File: src/rtl/spi_transaction_fsm.sv
// SPI memory transaction controller: counts SCLK edges, latches address/RW, sequences mem write, SR load, MISO enable.
// Latency: LATCH 1 clk after 8th address pulse; sr_we 1+MEM_RD_LAT clks after LATCH; dm_we 1 clk after 8th data pulse.
// Backpressure: none; cs high aborts any frame next clk. Optional debug LEDs via `define SPI_FSM_LEDS_EN.
module spi_transaction_fsm #(
    parameter int ADDR_WIDTH = 7,
    parameter int DATA_WIDTH = 8,
    parameter int MEM_RD_LAT = 1
) (
    input  logic                  clk,
    input  logic                  reset,
    input  logic                  cs,
    input  logic                  sclk_pos,
    input  logic [DATA_WIDTH-1:0] shiftreg_p,
    output logic [ADDR_WIDTH-1:0] mem_addr,
    output logic                  dm_we,
    output logic                  sr_we,
    output logic                  miso_buff
`ifdef SPI_FSM_LEDS_EN
    ,
    output logic [3:0]            leds
`endif
);

    localparam int CNT_W = $clog2(DATA_WIDTH) + 1;
    localparam logic [CNT_W-1:0] CNT_ONE  = CNT_W'(1);
    localparam logic [CNT_W-1:0] LAST_BIT = CNT_W'(DATA_WIDTH - 1);
    // READ_WAIT reuses bit_cnt as its cycle counter; unreachable when MEM_RD_LAT is 0
    localparam logic [CNT_W-1:0] LAT_LAST = (MEM_RD_LAT > 0) ? CNT_W'(MEM_RD_LAT - 1) : '0;

    typedef enum logic [3:0] {
        IDLE       = 4'd0,
        GET_ADDR   = 4'd1,
        LATCH      = 4'd2,
        READ_WAIT  = 4'd3,
        READ_LOAD  = 4'd4,
        READ_SEND  = 4'd5,
        WRITE_RECV = 4'd6,
        WRITE_MEM  = 4'd7,
        DONE       = 4'd8
    } state_t;

    state_t           state;
    state_t           nxt;
    logic [CNT_W-1:0] bit_cnt;
    logic [CNT_W-1:0] cnt_nxt;
    logic             rw;
    logic             latch_en;

    // Next-state and counter decode; a high cs overrides everything, including a same-cycle sclk_pos
    always_comb begin
        nxt      = state;
        cnt_nxt  = bit_cnt;
        latch_en = 1'b0;
        if (cs) begin
            nxt     = IDLE;
            cnt_nxt = '0;
        end else begin
            case (state)
                IDLE: begin
                    nxt     = GET_ADDR;
                    cnt_nxt = '0;
                end
                GET_ADDR: begin
                    if (sclk_pos) begin
                        if (bit_cnt == LAST_BIT) begin
                            nxt     = LATCH;
                            cnt_nxt = '0;
                        end else begin
                            cnt_nxt = bit_cnt + CNT_ONE;
                        end
                    end
                end
                LATCH: begin
                    // shiftreg_p holds the full {addr, rw} byte by now
                    latch_en = 1'b1;
                    cnt_nxt  = '0;
                    if (shiftreg_p[0]) begin
                        nxt = (MEM_RD_LAT == 0) ? READ_LOAD : READ_WAIT;
                    end else begin
                        nxt = WRITE_RECV;
                    end
                end
                READ_WAIT: begin
                    if (bit_cnt == LAT_LAST) begin
                        nxt     = READ_LOAD;
                        cnt_nxt = '0;
                    end else begin
                        cnt_nxt = bit_cnt + CNT_ONE;
                    end
                end
                READ_LOAD: begin
                    nxt     = READ_SEND;
                    cnt_nxt = '0;
                end
                READ_SEND, WRITE_RECV: begin
                    // Both data phases count one byte of SCLK; the latched rw picks the exit
                    if (sclk_pos) begin
                        if (bit_cnt == LAST_BIT) begin
                            nxt     = rw ? DONE : WRITE_MEM;
                            cnt_nxt = '0;
                        end else begin
                            cnt_nxt = bit_cnt + CNT_ONE;
                        end
                    end
                end
                WRITE_MEM: begin
                    nxt = DONE;
                end
                DONE: begin
                    nxt = DONE;
                end
                default: begin
                    nxt     = IDLE;
                    cnt_nxt = '0;
                end
            endcase
        end
    end

    // State, counter, address latch and outputs; outputs are registered decodes of the next state
    // so they always coincide with the state they belong to
    always_ff @(posedge clk) begin
        if (reset) begin
            state     <= IDLE;
            bit_cnt   <= '0;
            mem_addr  <= '0;
            rw        <= 1'b0;
            dm_we     <= 1'b0;
            sr_we     <= 1'b0;
            miso_buff <= 1'b0;
`ifdef SPI_FSM_LEDS_EN
            leds      <= 4'd0;
`endif
        end else begin
            state   <= nxt;
            bit_cnt <= cnt_nxt;
            if (latch_en) begin
                mem_addr <= shiftreg_p[DATA_WIDTH-1:1];
                rw       <= shiftreg_p[0];
            end
            dm_we     <= (nxt == WRITE_MEM);
            sr_we     <= (nxt == READ_LOAD);
            miso_buff <= (nxt == READ_SEND);
`ifdef SPI_FSM_LEDS_EN
            leds      <= nxt;
`endif
        end
    end

endmodule
File: config.mk
export PLATFORM = sky130hd
export DESIGN_NAME = spi_transaction_fsm
export DESIGN_NICKNAME = d
export VERILOG_FILES = /design/src/rtl/spi_transaction_fsm.sv
export SDC_FILE = /design/constraint.sdc
export NUM_CORES = 1
export LEC_CHECK = 0
export CAP_MARGIN = 5
export CORE_MARGIN = 2
export CORE_UTILIZATION = 40
export DETAILED_ROUTE_END_ITERATION = 6
export HOLD_SLACK_MARGIN = 0.15
export PLACE_DENSITY = 0.66
export SLEW_MARGIN = 10
export SYNTH_ARGS = -nofsm -noshare
export SYNTH_HDL_FRONTEND = slang
export SYNTH_SLANG_ARGS = --single-unit
File: constraint.sdc
create_clock -name clk -period 3.3 [get_ports clk]
set_clock_uncertainty 0.2 [all_clocks]
set_input_delay 0.66 -clock clk [delete_from_list [all_inputs] [get_ports clk]]
set_output_delay 0.66 -clock clk [all_outputs]
set_load 0.02 [all_outputs]
==> Word-level counts from Yosys, hierarchy flattened <==
Cells that the tools add are included.
{ "totals": {"register_bits": 19, "latchBits": 0, "ram_bits": 0, "rom_bits": 0, "input_bits": 12, "out_inout_bits": 10, "memories": 0} }
{ "op_classes": {"n_addsub": 1, "multipliers": 0, "div_mod_pow": 0, "n_lt_le_gt_ge": 0, "n_eq_ne": 13, "shift": 0, "mux": 15, "bitwise_logic": 1, "reduce_logical": 7} }
{ "op_table": {"columns": ["operator", "count"], "rows": [
  ["2-to-1 mux 4 bit", 10],
  ["equality test 4 x 3 -> 1 bit, second input constant", 8],
  ["one-hot mux 4 bit (7 select lines)", 1],
  ["one-hot mux 4 bit (3 select lines)", 1],
  ["equality test 4 x 2 -> 1 bit, second input constant", 2],
  ["zero test 4 bit", 2],
  ["OR reduction 2 bit", 3],
  ["adder 4 x 1 -> 4 bit, second input constant", 1],
  ["equality test 4 x 1 -> 1 bit, second input constant", 1],
  ["equality test 4 bit, second input constant", 1],
  ["2-to-1 mux 3 bit", 1],
  ["OR reduction 3 bit", 1],
  ["2-to-1 mux 1 bit", 2],
  ["!= test 2 x 1 -> 1 bit, second input constant", 1],
  ["AND reduction 2 bit", 1],
  ["NOT 1 bit", 1]
]} }

==> Depth between registers and ports, before layout <==
Gate-level depths: netlist of run 1.
{ "logic_depth": {"ltp_word": 6, "ltp_mapped": 7} }

==> Least setup slack after synthesis of run 1 <==
Ideal clock, no wire load.
{ "synth_timing": {"path_type": "input -> register", "startpoint": "in sclk_pos", "endpoint": "reg sr_we", "arrival_ns": 1.687, "slack_ns": 1.340, "cell_stages": 5, "path_buffers": 0, "path_cell_list": "nand4b_4 -> a22o_1 -> a21o_1 -> a2111oi_2 -> nor3b_2"} }
{ "synth_via": {"elab_chain_cells": 4, "elab_cells_between_ends": 5} }
{ "synth_lines": {"columns": ["item", "line", "text"], "rows": [
  ["start: declaration", "12", "input logic sclk_pos,"],
  ["2-to-1 mux 4 bit (on tied branches)", "97, 64", null],
  ["one-hot mux 4 bit (7 select lines) (*)", "58", "case (state)"],
  ["2-to-1 mux 4 bit (*)", "54", "if (cs) begin"],
  ["equality test 4 x 3 -> 1 bit (*)", "142", "sr_we <= (nxt == READ_LOAD);"],
  ["end signal: assignment", "142", null],
  ["end: declaration", "16", "output logic sr_we,"]
]} }
Mark *: on every way between the ends. The rest lies on a longest branch, timed or not.
A chain may end at the register's enable or synchronous reset.

==> Final worst setup path of run 1 <==
Same ends and word-level chain as after synthesis.

==> flow_summary.rst, run 1 <==
.. list-table::
   :header-rows: 1

   * - Metric
     - Value
   * - Number of unique standard cell types used by synthesis
     - 37
   * - Wire length per cell
     - 12.8 um
   * - Initial core utilization
     - 41.5%
   * - Total Negative Setup Slacks
     - 0 ns
   * - Minimum period implied by the final worst setup slack
     - 2.33 ns
   * - CP Data Required Time
     - 3.34 ns
   * - Leading register cell type out of synthesis
     - sky130_fd_sc_hd__dfxtp_1
   * - Initial antenna violation count
     - 0
   * - Number of clock sinks
     - 19
   * - Layout cells sized above 1
     - 9.23%
   * - IO Port Bufs
     - 21
   * - Pin count of the biggest net entering global routing
     - 15
   * - Hpwl dp
     - 1560 um
   * - Worst ir drop on vdd
     - 0.217 mV
   * - Worst path arrival time
     - 2.37 ns
   * - Area contributors post-synth
     - sky130_fd_sc_hd__dfxtp_1 (38%), sky130_fd_sc_hd__mux2i_1 (7.9%), sky130_fd_sc_hd__nor2_1 (6.0%)
   * - Share of synthesized registers carrying an async set or reset
     - 0%
   * - Peak Freq
     - 429 MHz
   * - Clock tree from TritonCTS
     - done
   * - Total DRC errors in the routed layout
     - 0
   * - Top-area cell type share of the netlist area
     - 37.7%
   * - Final count of negative-setup-slack endpoints
     - 0
   * - Detailed Route Iter0 Violations
     - 13
   * - Die ar.
     - 2940 um2
   * - Gp weighted congestion
     - 0.902
   * - RR Startpoint
     - state[1]
   * - Sequential area share after synthesis
     - 37.7%
   * - Number of diodes
     - 0
   * - Reg2Reg Setup Slack
     - 1.06 ns
   * - Beginning of the critical path
     - sclk_pos
   * - Wire length after detailed routing
     - 2040 um
   * - Clock tree buffer depth
     - 2
   * - Number of fill cells in the layout
     - 226
   * - RSZ-0062 raised after global routing
     - false
   * - Sequential share of power
     - 61.1%
   * - Syn. warnings
     - 0
   * - Top fanout value on the critical path
     - 7
   * - Core Footprint
     - 2430 um2
   * - Area leader, netlist
     - sky130_fd_sc_hd__dfxtp_1
   * - Rows
     - 18
   * - Mapped Avg Cell Area
     - 9.17 um2
   * - Summed instance area of the synthesized netlist
     - 1010 um2
   * - Number of setup buffers added after CTS
     - 0
   * - PnR Total Power
     - 0.381 mW
   * - Most common cell after layout, fill and taps aside
     - sky130_fd_sc_hd__clkdlybuf4s50_1
   * - Leftover overflow at the end of global routing
     - 0
   * - Number of flip-flops and latches in the synthesized netlist
     - 19
   * - Number of buffers created by CTS
     - 3
   * - Hold Path Origin
     - mem_addr[6]
   * - Max cap viols
     - 0
   * - Clock Pin Slew Worst Setup and Hold Paths
     - 0.11 ns
   * - Startpoint types
     - primary input
   * - Worst-margin pin slew
     - 0.674 ns
   * - Number of top-level pins
     - 22
   * - LEAKAGE
     - 0.456 nW
   * - Outcome
     - complete, no violations
   * - Chip width
     - 54.2 um
   * - Final nets
     - 145
   * - Total count of max-transition violations in the final report
     - 0
   * - Global-route wire length before repair
     - 3400 um
   * - Internal power of the cells
     - 0.295 mW
   * - Synth Net Count
     - 124
   * - Area added between synthesis and finish
     - 24.9%
   * - Power density normalized to cell area
     - 302 nW/um2
   * - Startpoint-to-endpoint class of the critical path
     - in -> reg
   * - Most frequent cells in the layout
     - sky130_fd_sc_hd__clkdlybuf4s50_1 (21), sky130_fd_sc_hd__dfxtp_1 (19), sky130_fd_sc_hd__nor2_1 (16)
   * - H-tree Lvls
     - 1
   * - Syn Inst Count
     - 110
   * - Worst skew pair latency
     - 0.30 ns
   * - Total count of hold-check failures in the final report
     - 0
   * - Total global routing track utilization
     - 16.1%
   * - Clock network fraction of design power
     - 30.3%
   * - Worst relative slew slack
     - 54.7%
   * - DRT antenna net count
     - 0
   * - Psw
     - 0.0859 mW
   * - Detailed-route via count
     - 846
   * - Number of optimization iterations in the first detailed-route pass
     - 4
   * - Detailed-route vias per instance
     - 5.29
   * - Number of enable flip-flop cells after synthesis
     - 0
   * - Number of global-route vias before repair
     - 818
   * - Final worst path period share
     - 70.7%
   * - Comb power frac
     - 8.6%
   * - Switching portion of total power
     - 22.6%
   * - Count of cells resized by post-cts repair
     - 0
   * - Chip Height
     - 54.2 um
   * - Kind of capture point of the worst setup path
     - flip-flop
   * - Worst min-delay path category
     - reg -> reg
   * - Clock root buffer master
     - sky130_fd_sc_hd__clkbuf_4
   * - # hold bufs at CTS
     - 0
## kinds of logic (layout without fill, tap and decap cells)
group	count (synthesis)	after routing	share of synthesized area [%]
AND/OR/NAND/NOR	47	47	28.8
AO/OA/AOI/OAI	24	24	17.1
flip-flops	19	19	37.7
multiplexers	9	9	9.06
buffers and inverters	7	27	3.10
adder cells (fa/ha/maj)	2	2	2.48
XOR/XNOR	2	2	1.74
## registers in the layout (all words and copies together) (netlist names)
name,cells
miso_buff,1
dm_we,1
state,4
rw,1
bit_cnt,4
sr_we,1
mem_addr,7
## worst max-delay path, cell delays in order
cell and delay (ns):
sky130_fd_sc_hd__clkdlybuf4s50_1 0.54, sky130_fd_sc_hd__nand4b_4 0.17, sky130_fd_sc_hd__a22o_1 0.27, sky130_fd_sc_hd__a21o_1 0.18, sky130_fd_sc_hd__a2111oi_2 0.35, sky130_fd_sc_hd__nor3b_2 0.21
## cells in the mapped netlist (2+ instances only)
master,n
sky130_fd_sc_hd__a21oi_1,7
sky130_fd_sc_hd__a22o_1,3
sky130_fd_sc_hd__and2_1,2
sky130_fd_sc_hd__buf_2,4
sky130_fd_sc_hd__dfxtp_1,19
sky130_fd_sc_hd__ha_1,2
sky130_fd_sc_hd__inv_1,2
sky130_fd_sc_hd__mux2i_1,8
sky130_fd_sc_hd__nand2_1,4
sky130_fd_sc_hd__nand2b_1,3
sky130_fd_sc_hd__nand3b_1,4
sky130_fd_sc_hd__nor2_1,16
sky130_fd_sc_hd__nor2b_1,5
sky130_fd_sc_hd__nor3_1,2
sky130_fd_sc_hd__nor3b_1,3
sky130_fd_sc_hd__o21ai_0,4
sky130_fd_sc_hd__or2_2,2
## metrics by stage
stage / cells / cell area, um2 / hold slack (ns) / util, % / setup WS, ns
floorplan: 110 / 1010 / 0.300 / - / 1.34
global placement: 156 / 1230 / 0.276 / 50.7 / 0.704
detailed placement: 156 / 1230 / 0.289 / 50.7 / 0.641
CTS: 160 / 1260 / 0.314 / 51.8 / 0.965
global route: 160 / 1260 / 0.336 / 51.8 / 0.835
finish: 160 / 1260 / 0.313 / 51.8 / 0.968
## per-layer routing
layer | GRT usage [%] | vias up | wire length, um
met3 | 5.74 | 4 | 74
li1 | - | 434 | -
met5 | 0 | - | 0
met1 | 18.3 | 388 | 949
met2 | 26.9 | 20 | 982
met4 | 7.08 | 0 | 35
## power groups by stage
stage | Sequential (mW) | Combinational [mW] | Clock, mW
floorplan | 0.236 | 0.0168 | 0
global placement | 0.238 | 0.0323 | 0
detailed placement | 0.238 | 0.0327 | 0
CTS | 0.233 | 0.0329 | 0.122
global route | 0.233 | 0.0360 | 0.132
finish | 0.233 | 0.0327 | 0.115
## layout make-up
type                            count  area (um2)  share of cell area, %
Multi-Input combinational cell     84         597                   47.4
Sequential cell                    19         380                   30.2
Timing Repair Buffer               21         210                   16.7
Tap cell                           30        37.5                   2.98
Inverter                            2        7.51                  0.596
Clock inverter                      1        5.00                  0.397
Clock buffer                        3        22.5                   1.79
## final timing paths
check,end,depth (start not counted)
worst min-delay path,mem_addr[6],2
worst min register to register,mem_addr[6],2
worst max-delay path,sr_we,6
worst max register to register,bit_cnt[0],5
Power figures use the tool's default switching activity.
==> inputs of run 2 (changes only) <==
--- a/config.mk
+++ b/config.mk
@@ -10,7 +10,7 @@
 export CORE_UTILIZATION = 40
 export DETAILED_ROUTE_END_ITERATION = 6
 export HOLD_SLACK_MARGIN = 0.15
-export PLACE_DENSITY = 0.66
+export PLACE_DENSITY = 0.68
 export SLEW_MARGIN = 10
 export SYNTH_ARGS = -nofsm -noshare
 export SYNTH_HDL_FRONTEND = slang
==> constraint.sdc (replaced) <==
create_clock -name clk -period 1.9 [get_ports clk]
set_clock_uncertainty 0.2 [all_clocks]
set_input_delay 0.38 -clock clk [delete_from_list [all_inputs] [get_ports clk]]
set_output_delay 0.38 -clock clk [all_outputs]
set_load 0.02 [all_outputs]
==> run 2 against run 1 <==
Sequential power up 72%. Hold slack worse by 0.0042 ns. Utilization increased by 10 points. Largest cell class unchanged. Critical path type is now reg -> reg. Routed wire length is 26% higher. Die area unchanged.
==> flow_summary.rst, run 2 (same netlist as run 1, synthesis figures left out) <==
.. list-table::
   :header-rows: 1

   * - Metric
     - Value
   * - Comb power frac
     - 11.3% (+2.7 points)
   * - Rows
     - 18 (unchanged)
   * - Startpoint-to-endpoint class of the critical path
     - reg -> reg
   * - Dpl cells
     - 177 (+13%)
   * - Area of the multi-input gates
     - 673 um2 (+13%)
   * - Number of diodes
     - 0 (unchanged)
   * - Total global routing track utilization
     - 18.6% (+2.5 points)
   * - Most frequent cells in the layout
     - sky130_fd_sc_hd__clkdlybuf4s50_1 (20), sky130_fd_sc_hd__buf_4 (20), sky130_fd_sc_hd__nor2_1 (16), sky130_fd_sc_hd__dfxtp_1 (16), sky130_fd_sc_hd__mux2i_1 (8)
   * - Die ar.
     - 2940 um2 (unchanged)
   * - Total count of max-transition violations in the final report
     - 0 (unchanged)
   * - Max cap viols
     - 0 (unchanged)
   * - Clock network fraction of design power
     - 30.0% (-0.3 points)
   * - Total Negative Setup Slacks
     - 0 ns (unchanged)
   * - LEAKAGE
     - 0.580 nW (+27%)
   * - Power density normalized to cell area
     - 453 nW/um2 (+50%)
   * - Final count of negative-setup-slack endpoints
     - 0 (unchanged)
   * - Clock Pin Slew Worst Setup and Hold Paths
     - 0.11 ns (about the same)
   * - Placement-stage worst setup slack
     - -0.392 ns (-1.03 ns)
   * - Number of fill cells in the layout
     - 217 (-4.0%)
   * - Internal power of the cells
     - 0.526 mW (+78%)
   * - Number of clock sinks
     - 19 (unchanged)
   * - Kind of capture point of the worst setup path
     - flip-flop
   * - Wire length per cell
     - 14.1 um (+10%)
   * - Clock tree buffer depth
     - 2 (unchanged)
   * - Initial core utilization
     - 41.5% (unchanged)
   * - Worst min-delay path category
     - reg -> reg
   * - Core Footprint
     - 2430 um2 (unchanged)
   * - Chip Height
     - 54.2 um (unchanged)
   * - Number of optimization iterations in the first detailed-route pass
     - 6 (+2)
   * - Pin count of the biggest net entering global routing
     - 13 (-2)
   * - Switching portion of total power
     - 23.0% (+0.48 points)
   * - Total DRC errors in the routed layout
     - 0 (unchanged)
   * - Final-layout worst hold slack
     - 0.309 ns (-0.00419 ns)
   * - Minimum setup slack in the final design
     - 0.0427 ns (-0.926 ns)
   * - Psw
     - 0.157 mW (+83%)
   * - Worst ir drop on vdd
     - 0.432 mV (+99%)
   * - Detailed-route vias per instance
     - 5.36 (+1.3%)
   * - Gp weighted congestion
     - 0.854 (-5.4%)
   * - # hold bufs at CTS
     - 0 (unchanged)
   * - RR Startpoint
     - bit_cnt[0]
   * - H-tree Lvls
     - 1 (unchanged)
   * - Minimum period implied by the final worst setup slack
     - 1.86 ns
   * - Chip width
     - 54.2 um (unchanged)
   * - Clock root buffer master
     - sky130_fd_sc_hd__clkbuf_4
   * - Startpoint types
     - flip-flop
   * - Beginning of the critical path
     - bit_cnt[0]
   * - Clock tree from TritonCTS
     - done
   * - Area added between synthesis and finish
     - 49.8%
   * - Top fanout value on the critical path
     - 6 (-1)
   * - Global-route wire length before repair
     - 4010 um (+18%)
   * - Outcome
     - complete, no violations
   * - Number of global-route vias before repair
     - 890 (+8.8%)
   * - Leftover overflow at the end of global routing
     - 0 (unchanged)
   * - Hold Path Origin
     - mem_addr[6]
   * - Wire length after detailed routing
     - 2560 um (+26%)
   * - RSZ-0062 raised after global routing
     - true
   * - PnR Total Power
     - 0.684 mW (+80%)
   * - Registers with the most flip-flops
     - mem_addr x7, bit_cnt x4, state x4
   * - IO Port Bufs
     - 21 (unchanged)
   * - Hpwl dp
     - 1810 um (+16%)
   * - Final nets
     - 167 (+15%)
   * - Sequential share of power
     - 58.6% (-2.5 points)
   * - Worst-margin pin slew
     - 0.447 ns (-0.227 ns)
   * - Total count of hold-check failures in the final report
     - 0 (unchanged)
   * - Number of buffers created by CTS
     - 3 (unchanged)
   * - DRT antenna net count
     - 0 (unchanged)
   * - Peak Freq
     - 538 MHz
   * - Detailed Route Iter0 Violations
     - 25 (+12)
   * - Worst skew pair latency
     - 0.30 ns (about the same)
   * - Register containing the most flip-flops in the final layout
     - mem_addr
   * - Largest register FFs
     - 7 (unchanged)
   * - Footprint of the flip-flops and latches
     - 384 um2 (+0.99%)
   * - Layout cells sized above 1
     - 27.0% (+18 points)
   * - Worst path arrival time
     - 1.89 ns (-0.48 ns)
   * - Worst relative slew slack
     - 69.9% (+15 points)
   * - CP Data Required Time
     - 1.93 ns (-1.41 ns)
   * - Final worst path period share
     - 97.8%
   * - Detailed-route via count
     - 975 (+15%)
   * - Initial antenna violation count
     - 0 (unchanged)
   * - Number of top-level pins
     - 22 (unchanged)
   * - Final Non-Filler Cells
     - 182 (+14%)
[run 2: final timing paths]
| check | end | slack (ns) | cells after the start |
|---|---|---|---|
| worst max-delay path | sr_we | 0.04 | 8 |
| worst min-delay path | mem_addr[6] | 0.31 | 2 |
| worst max register to register | sr_we | 0.04 | 8 |
| worst min register to register | mem_addr[6] | 0.31 | 2 |
[run 2: layout make-up]
cell class / count / area share, %
Multi-Input combinational cell: 84 / 44.6
Sequential cell: 19 / 25.4
Timing Repair Buffer: 43 / 25.3
Tap cell: 30 / 2.49
Clock buffer: 4 / 1.74
Inverter: 2 / 0.497
[run 2: routing by layer]
metal | share of wire, % | GRT usage, %
met5 | 0 | 0
met4 | 1.4 | 5.00
met3 | 5.1 | 5.46
met2 | 49 | 29.5
met1 | 44 | 24.5
[run 2: what timing repair did]
item | 4_1_cts | 5_1_grt
resized for setup | 10 | 7
setup endpoints to repair | 8 | 8
buffers inserted | 0 | 1
pin swaps | 2 | 1
cloned | 0 | 0
[run 2: critical path, cell delays in order, from the launching register on]
cell	delay, ns
sky130_fd_sc_hd__dfxtp_2	0.33
sky130_fd_sc_hd__buf_4	0.14
sky130_fd_sc_hd__ha_4	0.16
sky130_fd_sc_hd__nand4b_4	0.08
sky130_fd_sc_hd__buf_6	0.13
sky130_fd_sc_hd__nand2_1	0.06
sky130_fd_sc_hd__a21o_1	0.21
sky130_fd_sc_hd__a2111oi_4	0.28
sky130_fd_sc_hd__nor3b_2	0.20
[run 2: power by group through the flow]
stage	registers [mW]	logic (mW)	clock network (mW)
2_1_floorplan	0.410	0.0291	0
3_3_place_gp	0.410	0.0692	0
3_5_place_dp	0.410	0.0701	0
5_1_grt	0.401	0.0830	0.225
4_1_cts	0.401	0.0717	0.208
6_report	0.401	0.0774	0.205
[run 2: through the flow]
| step | utilization (%) | area [um2] |
|---|---|---|
| after floorplan | - | 1010 |
| after global placement | 57.3 | 1390 |
| after detailed placement | 57.3 | 1390 |
| after CTS | 60.2 | 1470 |
| after global routing | 62.1 | 1510 |
| final | 62.1 | 1510 |
